File: src/rtl/sb_pkg.sv
// Shared types and helpers for the store buffer.
// Entry layout and pointer width function.
package sb_pkg;

  localparam int SB_ADDR_W = 32;
  localparam int SB_DATA_W = 32;

  typedef struct packed {
    logic [SB_ADDR_W-1:0] adr;
    logic [SB_DATA_W-1:0] data;
  } sb_entry_t;

  function automatic int sb_ptr_w(input int depth);
    return $clog2(depth) + 1;
  endfunction

endpackage

File: src/rtl/sb_fwd_match.sv
// Youngest-match search over buffered stores.
// Walks back from wr_idx so the newest match wins.
module sb_fwd_match
  import sb_pkg::*;
#(
  parameter int DEPTH = 4,
  localparam int IW = sb_ptr_w(DEPTH) - 1
) (
  input  logic [DEPTH-1:0] vld,
  input  logic [DEPTH-1:0] eq,
  input  logic [IW-1:0]    wr_idx,
  output logic             hit,
  output logic [IW-1:0]    idx
);

  logic [IW-1:0] cand [DEPTH];

  always_comb begin
    hit = 1'b0;
    idx = '0;
    // oldest first, so the newest overwrites
    for (int k = DEPTH; k >= 1; k--) begin
      cand[k-1] = wr_idx - IW'(k);
      if (vld[cand[k-1]] && eq[cand[k-1]]) begin
        hit = 1'b1;
        idx = cand[k-1];
      end
    end
  end

endmodule

File: src/rtl/store_buffer.sv
// Posted-write store buffer with in-order drain
// and youngest-entry load forwarding.
module store_buffer
  import sb_pkg::*;
#(
  parameter int DEPTH  = 4,
  parameter int ADDR_W = 32,
  parameter int DATA_W = 32
) (
  input  logic                   clk,
  input  logic                   reset_n,
  input  logic                   mem_write,
  input  logic [ADDR_W-1:0]      data_adr,
  input  logic [DATA_W-1:0]      write_data,
  input  logic [ADDR_W-1:0]      ld_adr,
  output logic                   stall,
  output logic                   fwd_hit,
  output logic [DATA_W-1:0]      fwd_data,
  output logic                   m_valid,
  output logic [ADDR_W-1:0]      m_adr,
  output logic [DATA_W-1:0]      m_data,
  input  logic                   m_ready,
  output logic                   empty,
  output logic [$clog2(DEPTH):0] count,
  output logic                   misaligned
);

  localparam int PW = sb_ptr_w(DEPTH);
  localparam int IW = PW - 1;

  logic [PW-1:0] wr_q, wr_d;
  logic [PW-1:0] rd_q, rd_d;
  logic          mis_q, mis_d;
  sb_entry_t     mem_q [DEPTH];

  logic          full;
  logic          aligned;
  logic          push;
  logic          pop;
  sb_entry_t     new_ent;
  sb_entry_t     head;

  logic [IW-1:0]     off [DEPTH];
  logic [DEPTH-1:0]  vld;
  logic [DEPTH-1:0]  eq;
  logic              hit;
  logic [IW-1:0]     hit_idx;
  logic              unused_ld;

  assign unused_ld = ^ld_adr[1:0];

  always_comb begin
    full    = (wr_q[IW] != rd_q[IW]) &&
              (wr_q[IW-1:0] == rd_q[IW-1:0]);
    empty   = (wr_q == rd_q);
    count   = wr_q - rd_q;
    aligned = (data_adr[1:0] == 2'b00);
    push    = mem_write & ~full & aligned;
    pop     = ~empty & m_ready;
    stall   = mem_write & full;
    wr_d    = wr_q + {{IW{1'b0}}, push};
    rd_d    = rd_q + {{IW{1'b0}}, pop};
    mis_d   = mis_q | (mem_write & ~aligned);
    new_ent.adr  = SB_ADDR_W'(data_adr);
    new_ent.data = SB_DATA_W'(write_data);
  end

  always_ff @(posedge clk or negedge reset_n) begin
    if (!reset_n) begin
      wr_q  <= '0;
      rd_q  <= '0;
      mis_q <= 1'b0;
    end else begin
      wr_q  <= wr_d;
      rd_q  <= rd_d;
      mis_q <= mis_d;
    end
  end

  // entry storage is deliberately left unreset
  always_ff @(posedge clk) begin
    if (push) mem_q[wr_q[IW-1:0]] <= new_ent;
  end

  always_comb begin
    head       = mem_q[rd_q[IW-1:0]];
    m_valid    = ~empty;
    m_adr      = ADDR_W'(head.adr);
    m_data     = DATA_W'(head.data);
    misaligned = mis_q;
  end

  always_comb begin
    for (int i = 0; i < DEPTH; i++) begin
      off[i] = IW'(i) - rd_q[IW-1:0];
      vld[i] = ({1'b0, off[i]} < count);
      eq[i]  = (ADDR_W'(mem_q[i].adr) >> 2) == (ld_adr >> 2);
    end
  end

  sb_fwd_match #(.DEPTH(DEPTH)) u_fwd (
    .vld    (vld),
    .eq     (eq),
    .wr_idx (wr_q[IW-1:0]),
    .hit    (hit),
    .idx    (hit_idx)
  );

  always_comb begin
    fwd_hit  = hit;
    fwd_data = hit ? DATA_W'(mem_q[hit_idx].data) : '0;
  end

endmodule
File: config.mk
export PLATFORM = sky130hd
export DESIGN_NAME = store_buffer
export DESIGN_NICKNAME = d
export VERILOG_FILES = /design/src/rtl/sb_pkg.sv /design/src/rtl/sb_fwd_match.sv /design/src/rtl/store_buffer.sv
export SDC_FILE = /design/constraint.sdc
export NUM_CORES = 1
export LEC_CHECK = 0
export CORE_MARGIN = 2
export CORE_UTILIZATION = 55
export CTS_BUF_LIST = sky130_fd_sc_hd__clkbuf_4 sky130_fd_sc_hd__clkbuf_8
export DETAILED_ROUTE_END_ITERATION = 8
export GPL_TIMING_DRIVEN = 0
export PLACE_DENSITY = 0.8
export SLEW_MARGIN = 40
export SYNTH_ARGS = -nofsm -noshare
export SYNTH_HDL_FRONTEND = slang
export SYNTH_SLANG_ARGS = --single-unit
export TNS_END_PERCENT = 100
File: constraint.sdc
create_clock -name clk -period 12.1 [get_ports clk]
set_input_delay 3.025 -clock clk [delete_from_list [all_inputs] [get_ports clk]]
set_output_delay 3.025 -clock clk [all_outputs]
set_load 0.01 [all_outputs]
; Word-level counts from Yosys, hierarchy flattened
; Memories as Yosys holds them, arrays and structs flattened.
; Index checks and enable logic that the tools add are counted.
[totals]
n_memories = 1
mem_bits_rw = 256
latch_bits = 0
register_bits = 7
mem_bits_ro = 0
input_bits = 100
output_inout_bits = 104
word_cells = 71
[classes]
n_mul = 0
n_mux = 27
n_div = 0
n_eq_ne = 7
add_sub_neg = 10
reduce_logical = 6
n_lt_le_gt_ge = 8
n_shift = 0
n_bitwise = 9
[mem_list]
columns = memory, depth, word_bits, rd, rd_ports_with_merged_regs, write_ports, line_no
row1 = mem_q, 4, 64, 6, 0, 1, store_buffer.sv:34  ; sb_entry_t mem_q [DEPTH];
[op_table]
columns = op, count
row1 = $eq A30 B30 Y1, 4
row2 = $mux W32, 1
row3 = $bmux W1 S2, 8
row4 = $mux W1, 14
row5 = $lt A2 B3 Y1, 4
row6 = $lt A2 B3 Y1 const B, 4
row7 = $mux W2, 4
row8 = $add A3 B1 Y3, 2
row9 = $and A1 B1 Y1, 5
row10 = $logic_and A1 B1 Y1, 5
row11 = $sub A1 B2 Y2 const A, 2
row12 = $sub A2 B2 Y2 const A, 2
row13 = $sub A2 B2 Y2 const B, 2
row14 = $eq A3 B3 Y1, 1
row15 = $not A1 Y1, 3
row16 = $sub A3 B3 Y3, 1
row17 = $eq A2 B2 Y1, 1
row18 = $logic_not A2 Y1, 1
row19 = $sub A2 B1 Y2 const B, 1
row20 = $ne A1 B1 Y1, 1
row21 = $or A1 B1 Y1, 1

; Longest topological paths before layout
; Gate-level depths: netlist of run 1.
; An unclocked memory read counts as a cell.
[depth]
ltp_word = 11
ltp_mapped = 15
mapped_depth_nobuf = 14

; Hierarchy
; A second synthesis of run 1 with hierarchy kept.
[unflattened]
hier_cells = 646
area_unflattened_um2 = 12137.9
[by_module_without_submodules]
columns = module, n_inst, cells_each, area_per_inst_um2, seq_area_each_um2
row1 = store_buffer, 1, 632, 12042.8, 7862.5
row2 = sb_fwd_match, 1, 14, 95.1, 0.0

; Least setup slack after synthesis of run 1
; No wires, ideal clock.
[synth_timing]
path_type = input to output
startpoint = in ld_adr[2]
endpoint = out fwd_data[10]
path_buffers = 2
required_time_ns = 9.075
t_arrival_ns = 4.975
slack_ns = 4.100
path_stages = 11
path_cell_list = buf_2 xnor2_2 nand4_1 nor4_4 nand3_2 a21o_1 a31o_1 a21oi_4 nand2_4 buf_6 o22ai_1
[synth_between]
elab_chain_len = 10
word_cells_on_any_way = 26
cone_classes = 4 x eq/ne / 17 x mux / 4 x reduce/logical / 1 x memory
[synth_rtl]
columns = element, line_no
row1 = "start, declared", store_buffer.sv:15  ; input logic [ADDR_W-1:0] ld_adr,
row2 = $eq A30 B30 Y1, store_buffer.sv:97  ; eq[i] = (ADDR_W'(mem_q[i].adr) >> 2) == (ld_adr >> 2);
row3 = $bmux W1 S2, sb_fwd_match.sv:24  ; if (vld[cand[k-1]] && eq[cand[k-1]]) begin
row4 = $mux W1 (implied by the code), sb_fwd_match.sv:24
row5 = $logic_and A1 B1 Y1, sb_fwd_match.sv:24
row6 = $mux W2 (4 in a row), sb_fwd_match.sv:24
row7 = $mem_v2 Z4 W64, n/a
row8 = $mux W32 *, store_buffer.sv:111  ; fwd_data = hit ? DATA_W'(mem_q[hit_idx].data) : '0;
row9 = "end, declared", store_buffer.sv:18  ; output logic [DATA_W-1:0] fwd_data,
; Every way passes the cells marked *; elsewhere a longest branch is shown, timed or not. The select of a mux whose other input is x is not followed.

; Worst setup path after layout of run 1
[layout_timing]
startpoint = in ld_adr[29]
endpoint = out fwd_data[4]
; Same word-level chain as after synthesis.

==> results.toml, run 1 <==
[synthesis]
syn_area_per_cell_um2 = 17.7
seq_area_frac_synth = 0.635
syn-cell-area_um2 = 12400
synth_top_area_cell = "edfxtp_1"
synth.ff_latch_count = 263
synth_nets = 819
synth_ff_type = "edfxtp_1"
yosysWarnings = 0
netlist_top_cells_area = "edfxtp_1 (62%), mux4_2 (12%), xnor2_1 (6.3%)"
synth.distinct_cells = 43
async_reset_ff_frac = 0.0266
synth-edff-count = 256
netlist_instances = 701
synth_top_area_frac = 0.620

[power]
peakVddDrop_mv = 0.174
p_leak_nw = 5.59
power_density_nw_per_um2 = 190
finalPower_mw = 2.99

[drt]
first_iter_violations = 573
wl_per_cell_um = 24.1
avgViaCountPerCell = 5.98
drt_wl_total_mm = 30.3
drc = 0
ant_nets = 0
dr_total_vias = 7514
drt_first_pass_iters = 5

[global_routing]
track_usage = 0.257
grt_max_degree = 35
gr-total-overflow = 0
grt_antenna_before_repair = 1
grt_pass1_wl_mm = 45.5
grt_pass1_vias = 7875

[cells_and_area]
final_cell_mix = "edfxtp_1 (256), clkdlybuf4s50_1 (196), xnor2_1 (89), mux2i_1 (65), mux4_2 (64)"
final-instance-count-excl-fill = 1257
area_growth_pct = 26.8
final_common_cell = "edfxtp_1"
fin_nets = 1066
drive_above_1_share = 0.181

[placement]
dp_cells = 1183
routabilityCongestion = 0.842
hpwl_mm = 21.3
dp_slack_ns = 2.35
port_buffers = 196

[die]
dieHeight_um = 154
start_util = 0.564
core.rowCount = 54
coreArea_um2 = 22000
ios = 204
die_w_um = 154
die_area_um2 = 23700

[cts]
cts_hold_buf = 0
post_cts_buffers = 0
clk_latency_ns = 0.53
clockRootBuffer = "clkbuf_8"
cts_tree = "yes"
clk_pin_slew_ns = 0.06
cts.path.max_buffers = 3
cts_resized = 0
ctsHtreeMaxLevel = 2
cts_buffers = 43
cts.sinks = 263

[worst_setup_path]
path_max_fanout = 10
arrival_ns = 6.74
critPathKind = "input pin to output port"
required_ns = 9.07
cp-end-kind = "output port"
critPathLaunch = "ld_adr[29]"
reg2reg_from = "rd_q[1]$_DFF_PN0_"
start_kind = "input pin"

[status]
status = "finished clean"

[sta]
worst_slew_pin_slew_ns = 0.864
rsz0062_at_grt = "no"
min_period_ns = 9.76
fin_ws_ns = 2.34
clock_skew_ns = 0.0124
finalCritPeriodShare = 0.807
finalSetupViolCount = 0
relSlewSlack = 0.424
maxSlewViolCount = 0
holdWs_ns = 0.485
fin_tns_setup_ns = 0
hold_violations = 0
maxClockFrequency_mhz = 102

[run]
maxCapViolations = 0

[hold_path]
hold_start = "misaligned$_DFF_PN0_"
hold_path.class = "flip-flop to flip-flop"
[kinds of logic (layout without fill, tap and decap cells)]
group / Yosys count / after routing / synth area share
flip-flops: 263 / 263 / 0.635
multiplexers: 129 / 129 / 0.169
XOR/XNOR: 125 / 125 / 0.0908
AND/OR/NAND/NOR: 77 / 77 / 0.0411
AO/OA/AOI/OAI: 47 / 47 / 0.0256
buffers and inverters: 42 / 317 / 0.0203
adder cells (fa/ha/maj): 18 / 18 / 0.0188
other: 0 / 1 / 0
[cells in the mapped netlist, drive strengths merged (10+ instances only)]
library cell and number:
nand4 28, mux4 64, ha 17, edfxtp 256, inv 10, xor2 32, buf 25, mux2i 65
o22ai 32, nor4 13, xnor2 93
[per-layer routing]
layer / part of all wire / up-vias / global-route usage
li1: - / 3316 / -
met2: 0.50 / 337 / 0.427
met5: 0 / - / 0
met1: 0.39 / 3818 / 0.343
met3: 0.090 / 43 / 0.0685
met4: 0.016 / 0 / 0.0628
[stage by stage]
step	util	area (um2)
2_1_floorplan	-	12400
5_1_grt	0.715	15700
4_1_cts	0.715	15700
3_3_place_gp	0.670	14700
6_report	0.715	15700
3_5_place_dp	0.676	14800
[report_power, final]
part	internal, mW	switching (mW)
Clock	0.440	0.326
Combinational	0.579	0.535
Sequential	1.07	0.0420
Total	2.09	0.903
[flip-flops by register name (all words and copies together), names as in the netlist]
name        cells
mem_q         256
rd_q            3
wr_q            3
misaligned      1
[critical path, stage by stage]
cell	delay [ns]
clkdlybuf4s50_1	0.52
xor2_1	0.21
nor4_1	0.54
nand4_1	0.35
nor3_4	0.39
nand2b_2	0.12
o221ai_2	0.21
nand2_4	0.19
buf_6	0.22
mux2i_1	0.13
o22ai_1	0.23
clkdlybuf4s50_1	0.58
[final cells by class]
cell class | count | area, um2
repair buffers | 202 | 2080
flip-flops and latches | 263 | 7860
clock buffers | 60 | 751
clock inverters | 13 | 106
plain buffers | 32 | 223
multi-input cells | 396 | 4290
fillers | 1394 | 6250
well taps | 280 | 350
diodes | 1 | 2.50
inverters | 10 | 37.5
[worst paths after layout]
path | endpoint | slack, ns | cells past startpoint
hold / removal | misaligned$_DFF_PN0_ | 0.49 | 1
min in group asynchronous | wr_q[0]$_DFF_PN0_ | 2.80 | 1
setup / recovery | fwd_data[4] | 2.34 | 12
hold reg to reg | misaligned$_DFF_PN0_ | 0.49 | 1
setup reg to reg | mem_q[3][38]$_DFFE_PP_ | 8.12 | 9
max in group asynchronous | wr_q[1]$_DFF_PN0_ | 9.01 | 1
Power figures use the tool's default switching activity.
==> run 2: changes to the inputs <==
Clock period 12.1 ns to 9.55 ns, I/O delays scaled along.
==> results of run 2 <==
The final DEF is identical to that of run 1. Status: finished clean.
Among the figures that moved: setup slack after placement 2.35 ns -> 1.08 ns; setup slack after layout 2.34 ns -> 1.06 ns; register-to-register setup slack 8.12 ns -> 5.57 ns; total power 2.99 mW -> 3.79 mW; worst IR drop on VDD 0.174 mV -> 0.221 mV
==> run 3: changes to the inputs <==
Settings changed: CORE_UTILIZATION 55 to 56, PLACE_DENSITY 0.8 to 0.81.
==> results.toml, run 3 (synthesized netlist as in run 1, its figures left out) <==
[cts]
post_cts_buffers = 0
cts_hold_buf = 0
clk_pin_slew_ns = 0.06
cts_resized = 0
ctsHtreeMaxLevel = 2
cts_tree = "yes"
cts.sinks = 263
cts.path.max_buffers = 3
clockRootBuffer = "clkbuf_8"
clk_latency_ns = 0.55
cts_buffers = 43

[global_routing]
grt_pass1_vias = 7862
gr-total-overflow = 0
track_usage = 0.258
grt_max_degree = 32
grt_antenna_before_repair = 0
grt_pass1_wl_mm = 45.1

[placement]
dp_slack_ns = 1.19
routabilityCongestion = 0.871
port_buffers = 196
hpwl_mm = 21.3

[status]
status = "finished clean"

[drt]
wl_per_cell_um = 24.1
drt_first_pass_iters = 5
first_iter_violations = 608
drc = 0
avgViaCountPerCell = 5.93
drt_wl_total_mm = 30.3
dr_total_vias = 7472
ant_nets = 0

[sta]
maxSlewViolCount = 0
hold_violations = 0
rsz0062_at_grt = "no"
relSlewSlack = 0.469
clock_skew_ns = 0.0120
maxClockFrequency_mhz = 117
finalSetupViolCount = 0
fin_ws_ns = 1.01
finalCritPeriodShare = 0.894
worst_slew_pin_slew_ns = 0.796
min_period_ns = 8.54
fin_tns_setup_ns = 0

[worst_setup_path]
required_ns = 7.16
arrival_ns = 6.15
cp-end-kind = "output port"
path_max_fanout = 10
critPathKind = "input pin to output port"
start_kind = "input pin"

[die]
die_area_um2 = 23300
dieHeight_um = 153
die_w_um = 153
ios = 204
core.rowCount = 54
coreArea_um2 = 21800
start_util = 0.569

[cells_and_area]
final_common_cell = "edfxtp_1"
fillers = 1466
drive_above_1_share = 0.190
multiInputGateArea_um2 = 4290
fin_nets = 1068
largest_reg_flops = 256
final_cell_mix = "edfxtp_1 (256), clkdlybuf4s50_1 (196), xnor2_1 (89), mux2i_1 (65), mux4_2 (64)"
diodes = 0
area_growth_pct = 26.8
register_area_um2 = 7860

[power]
comb_power_share = 0.373
p_leak_nw = 5.61
p_seq_frac = 0.376
power_density_nw_per_um2 = 239
switching_share = 0.307
p_switching_mw = 1.15
power.internal_mw = 2.60
peakVddDrop_mv = 0.172
power.share.clock = 0.251

[run]
maxCapViolations = 0

[hold_path]
hold_path.class = "flip-flop to flip-flop"
## run 3: worst paths after layout
path,end,start,cells after the start,slack (ns)
max,fwd_data[8],ld_adr[30],12,1.01
min,misaligned$_DFF_PN0_,misaligned$_DFF_PN0_,1,0.47
max reg2reg,mem_q[0][31]$_DFFE_PP_,rd_q[0]$_DFF_PN0_,10,5.60
min reg2reg,misaligned$_DFF_PN0_,misaligned$_DFF_PN0_,1,0.47
max in group asynchronous,misaligned$_DFF_PN0_,reset_n,1,7.17
min in group asynchronous,rd_q[1]$_DFF_PN0_,reset_n,1,2.12
## run 3: final cells by class
class / count / area share
inverters: 10 / 0.00239
plain buffers: 32 / 0.0143
clock buffers: 57 / 0.0456
well taps: 280 / 0.0223
flip-flops and latches: 263 / 0.501
multi-input cells: 396 / 0.273
repair buffers: 204 / 0.135
clock inverters: 17 / 0.00661
## run 3: through the flow
stage | instances | util | total power [mW] | hold WS, ns | cell area, um2
final | 1259 | 0.722 | 3.76 | 0.469 | 15700
after floorplan | 701 | - | 2.19 | 0.492 | 12400
after global placement | 1177 | 0.676 | 2.82 | 0.458 | 14700
after CTS | 1259 | 0.722 | 3.78 | 0.473 | 15700
after global routing | 1259 | 0.722 | 3.92 | 0.495 | 15700
after detailed placement | 1185 | 0.684 | 2.84 | 0.463 | 14900
## run 3: per-layer routing
metal | wire length (um) | GRT usage | vias to the layer above
met5 | 0 | 0 | -
met1 | 12200 | 0.356 | 3755
li1 | - | - | 3314
met2 | 14800 | 0.417 | 352
met3 | 2720 | 0.0592 | 51
met4 | 675 | 0.0780 | 0
## run 3: critical path: stages
cell and delay, ns:
clkdlybuf4s50_1 0.54, xnor2_1 0.43, nand4_1 0.29, nor4_1 0.56
nand4_1 0.21, o2111ai_1 0.17, o221ai_2 0.15, nand2_4 0.21
buf_6 0.23, mux2i_1 0.10, o22ai_1 0.25, clkdlybuf4s50_1 0.59
## run 3: power by group through the flow
stage / registers, mW / clock network [mW] / logic [mW]
5_1_grt: 1.42 / 1.00 / 1.50
3_3_place_gp: 1.44 / 0 / 1.38
6_report: 1.41 / 0.944 / 1.40
2_1_floorplan: 1.42 / 0 / 0.769
4_1_cts: 1.41 / 0.956 / 1.42
3_5_place_dp: 1.43 / 0 / 1.41
